[src/rtl/wb_stage.sv]
// wb_stage: writeback stage of the five-stage pipeline.
// A single-entry WB register captures one retiring instruction per cycle,
// resolves load extraction/extension at capture time, then drives the
// register-file write port and the commit/trace interface. Commit back-pressure
// stalls the entry; a drain and a refill may happen at the same edge.
module wb_stage #(
  parameter int XLEN = 64
) (
  input  logic            clk,
  input  logic            reset,
  input  logic            in_valid,
  output logic            in_ready,
  input  logic            in_wen,
  input  logic [4:0]      in_wa,
  input  logic            in_is_load,
  input  logic [2:0]      in_funct3,
  input  logic [2:0]      in_addr_low,
  input  logic [XLEN-1:0] in_alu_result,
  input  logic [XLEN-1:0] in_mem_rdata,
  input  logic [XLEN-1:0] in_pc,
  input  logic            commit_ready,
  output logic            wen,
  output logic [4:0]      wa,
  output logic [XLEN-1:0] wd,
  output logic            commit_valid,
  output logic [XLEN-1:0] commit_pc,
  output logic [XLEN-1:0] retire_count
);

  logic            wb_valid_reg;
  logic            wen_q_reg;
  logic [4:0]      wa_q_reg;
  logic [XLEN-1:0] wd_q_reg;
  logic [XLEN-1:0] pc_q_reg;
  logic [XLEN-1:0] retire_count_reg;

  logic            fire;
  logic            accept;
  logic [XLEN-1:0] shifted;
  logic [XLEN-1:0] wd_next;

  // The entry retires when the commit consumer takes it; a new one may enter
  // when the register is empty or being drained this cycle.
  assign fire     = wb_valid_reg & commit_ready;
  assign in_ready = ~reset & (~wb_valid_reg | commit_ready);
  assign accept   = in_valid & in_ready;

  // Right-shift the memory word by whole bytes; lanes that would come from
  // beyond byte 7 read as zero.
  genvar gi;
  generate
    for (gi = 0; gi < 8; gi++) begin : g_lane
      logic [3:0] src;
      assign src = 4'(gi) + {1'b0, in_addr_low};
      assign shifted[gi*8 +: 8] = src[3] ? 8'h00 : in_mem_rdata[{src[2:0], 3'b000} +: 8];
    end
  endgenerate

  // Select ALU result or size/sign-extended load data for the capture.
  always_comb begin
    wd_next = in_alu_result;
    if (in_is_load) begin
      case (in_funct3)
        3'b000:  wd_next = {{(XLEN-8){shifted[7]}},   shifted[7:0]};
        3'b001:  wd_next = {{(XLEN-16){shifted[15]}}, shifted[15:0]};
        3'b010:  wd_next = {{(XLEN-32){shifted[31]}}, shifted[31:0]};
        3'b011:  wd_next = shifted;
        3'b100:  wd_next = {{(XLEN-8){1'b0}},  shifted[7:0]};
        3'b101:  wd_next = {{(XLEN-16){1'b0}}, shifted[15:0]};
        3'b110:  wd_next = {{(XLEN-32){1'b0}}, shifted[31:0]};
        default: wd_next = '0;
      endcase
    end
  end

  // WB entry register and retire counter; accept wins over drain so a
  // simultaneous fire+accept keeps the entry valid with the new payload.
  always_ff @(posedge clk) begin
    if (reset) begin
      wb_valid_reg     <= 1'b0;
      wen_q_reg        <= 1'b0;
      wa_q_reg         <= '0;
      wd_q_reg         <= '0;
      pc_q_reg         <= '0;
      retire_count_reg <= '0;
    end else begin
      if (accept) begin
        wb_valid_reg <= 1'b1;
        wen_q_reg    <= in_wen & (in_wa != 5'd0);
        wa_q_reg     <= in_wa;
        wd_q_reg     <= wd_next;
        pc_q_reg     <= in_pc;
      end else if (fire) begin
        wb_valid_reg <= 1'b0;
      end
      if (fire) begin
        retire_count_reg <= retire_count_reg + 1'b1;
      end
    end
  end

  // A write is issued only in the cycle the entry retires, never during reset.
  assign wen          = fire & wen_q_reg & ~reset;
  assign wa           = wa_q_reg;
  assign wd           = wd_q_reg;
  assign commit_valid = wb_valid_reg;
  assign commit_pc    = pc_q_reg;
  assign retire_count = retire_count_reg;

endmodule
[config.mk]
export PLATFORM = sky130hd
export DESIGN_NAME = wb_stage
export DESIGN_NICKNAME = d
export VERILOG_FILES = /design/src/rtl/wb_stage.sv
export SDC_FILE = /design/constraint.sdc
export NUM_CORES = 1
export LEC_CHECK = 0
export ABC_AREA = 1
export ABC_CLOCK_PERIOD_IN_PS = 2650
export BUFFER_PORTS_ARGS = -buffer_cell sky130_fd_sc_hd__buf_2
export CORE_ASPECT_RATIO = 0.6
export CORE_MARGIN = 1.5
export CORE_UTILIZATION = 40
export DETAILED_ROUTE_END_ITERATION = 8
export GPL_ROUTABILITY_DRIVEN = 1
export PLACE_DENSITY = 0.66
export SKIP_LAST_GASP = 1
export SYNTH_ARGS = -nofsm -noshare
export SYNTH_HDL_FRONTEND = slang
export SYNTH_SLANG_ARGS = --single-unit
[constraint.sdc]
create_clock -name clk -period 2.65 [get_ports clk]
set_input_delay 0.53 -clock clk [delete_from_list [all_inputs] [get_ports clk]]
set_output_delay 0.53 -clock clk [all_outputs]
set_load 0.02 [all_outputs]
==> results.txt <==
RSZ-0062 raised after global routing: no
final net count: 2565
dpl hpwl: 39870 um
Port Buf Inserts: 408
total power: 7.806 mW
CP max FO: 5
post-synthesis sequential area ratio: 33.38%
die area: 30920 sq um
standard-cell rows: 48
relative slew slack: 52.28%
worst vdd ir: 448.9 uV
Filler cells: 3072
first-pass GRT wire length: 74930 um
switching share of power: 34.57%
placed insts: 2729
initial drt markers: 1744
setup TNS: 0 ps
CTS Root Cell: clkbuf_16
syn_area_per_cell: 6.016 sq um
P_sw: 2.699 mW
Global Route Usage Sum: 32.02%
Critical Path RT: 3000 ps
vias in the first global route: 12.88k
synthesized area: 11940 sq um
Yosys reg bits: 199
Max Slew Vio Count: 0
synth warn: 0
Reg power frac: 41.9%
final core utilization: 51.61%
Core ar.: 29070 sq um
Final Cycle Share: 84.12%
ANT nets after route: 0
run status: completed
CTS tree: built
leading cell type in the layout, fill and taps excluded: nand2_1
min Tclk post-route: 2229 ps
Worst-Margin Slew: 713.1 ps
P_int: 5.107 mW
Comb power frac: 23.8%
# IOs: 409
Vias/cell: 5.304
global route overflow: 0
Die W: 226.0 um
Setup Buffers After CTS: 0
worst min path class: input pin to flip-flop
initial core utilization: 41.06%
clock skew: 15.55 ps
Critical Path AT: 2580 ps
hold buffers post-CTS: 0
Synthesized Nets: 2201
Clk pwr share: 34.3%
largest net degree at the start of global routing: 113
crit-path max cell delay: 440 ps
CTS buffer count: 17
total number of vias: 14.66k
share of layout cells above drive strength 1: 21.81%
CP startpoint kind: flip-flop
antenna violations before repair: 7
clock latency on the worst-skew pair: 460 ps
crit path kind: flip-flop to flip-flop
Total Wirelength: 51160 um
clock-pin slew of the registers on the worst-case setup and hold paths: 80 ps
Fin. Hold Viols: 0
library cells used by synthesis: 46
Cells after Synth: 1984
Reg2Reg Setup Slack: 420 ps
P per Cell Area: 520.3 nW/um^2
kind of end point of the critical path: flip-flop
CTS sink cnt: 199
Routed WL per cell: 18.51 um
maximum clock rate: 448.6 MHz
final non-filler cell total: 2764
Final Wtd Congestion: 1.011
cell breakdown of the critical path: ha_1, inv_1, nor2_4, nand2_2, nor2_2, nand2_1, inv_1, nand3_1, nor2_1, nand2_1, o21ai_0, nor2_1
DRC: 0
router iterations before antenna repair: 6
endpoints failing setup: 0
area grow syn2layout: 25.68%
deepest clock path buffer count: 2
leakage: 7.716 nW
H-Tree Depth: 4
max-cap check violation count: 0
# resized after CTS: 0
CP max-delay cell: dfxtp_1
most frequent cells in the layout: nand2_1 (777), buf_2 (408), nand3_1 (296)
Die Height: 136.8 um
## stage by stage
| stage | instance area [sq um] | worst slack [ps] | hold WS (ps) |
|---|---|---|---|
| floorplan | 11940 | 16.47 | 468.2 |
| global placement | 14420 | 243.3 | 449.9 |
| detailed placement | 14420 | 216.2 | 453.8 |
| CTS | 14990 | 457.8 | 246.4 |
| global route | 15000 | 172.1 | 242.5 |
| finish | 15000 | 420.8 | 256.6 |
## logic make-up after synthesis
logic type,synth area share (%)
adders and majority gates,0.8386
DFF,33.38
xor gates and xnor gates,1.090
AOI/OAI and AO/OA,10.72
and+or+nand+nor,45.36
buffers and inverters,8.616
## power groups by stage
stage,Clock [mW],Sequential [mW],Combinational (mW)
2_1_floorplan,0,3.54,0.868
3_3_place_gp,0,3.33,1.81
3_5_place_dp,0,3.34,1.82
4_1_cts,2.70,3.27,1.82
5_1_grt,2.83,3.29,2.02
6_report,2.67,3.27,1.86
## per-layer routing
layer / part of all wire (%) / GRT usage [%]
met1: 47 / 49.00
met2: 38 / 41.56
met3: 13 / 10.30
met4: 2.3 / 8.556
met5: 0.078 / 0
## worst paths after layout
| path | from | end | cells after the start |
|---|---|---|---|
| worst max register to register | retire_count[0] | retire_count[30] | 12 |
| worst max-delay path | retire_count[0] | retire_count[30] | 12 |
| worst min register to register | commit_pc[16] | commit_pc[16] | 2 |
| worst min-delay path | in_pc[46] | commit_pc[46] | 3 |
## synth_stat cells, drive strengths merged
master  number  area share [%]
o31ai        1           0.063
o21ai       59             2.5
buf         41             2.1
inv        136             4.3
nand3      296              12
a21oi      144             6.1
and3         2            0.10
nor3b        3            0.19
nor2       125             4.2
clkinv       3           0.094
a22oi       10            0.63
dfxtp      199              33
ha           8            0.84
o211ai       3            0.19
xor2         9            0.72
a31oi        1           0.052
or2          2            0.10
a21boi      14            0.88
nand2      785              25
nand4       18             1.1
and2        17            0.89
xnor2        5            0.37
nor4         4            0.21
o21a         3            0.19
nor3        25             1.1
nand3b       2            0.13
o311ai       1           0.073
a211oi       1            0.10
clkbuf      67             2.1
## cell type report
class	count	area, sq um	area share [%]
antenna	3	7.507	0.05004
clock buffer	19	432.9	2.886
clock inverter	13	138.9	0.9258
inverter	139	526.8	3.511
multi-input combinational	1538	6932	46.21
sequential	199	3984	26.56
tap	400	500.5	3.336
timing repair buffer	453	2480	16.53
## critical path, delay by kind of cell (launching register included)
family          cells  cell delay [ps]
buf+inv             2              210
simple gates        8             1120
flops               1              440
fa+ha+maj           1              180
compound gates      1              150
Note: power is estimated with default switching activity, not from simulation.
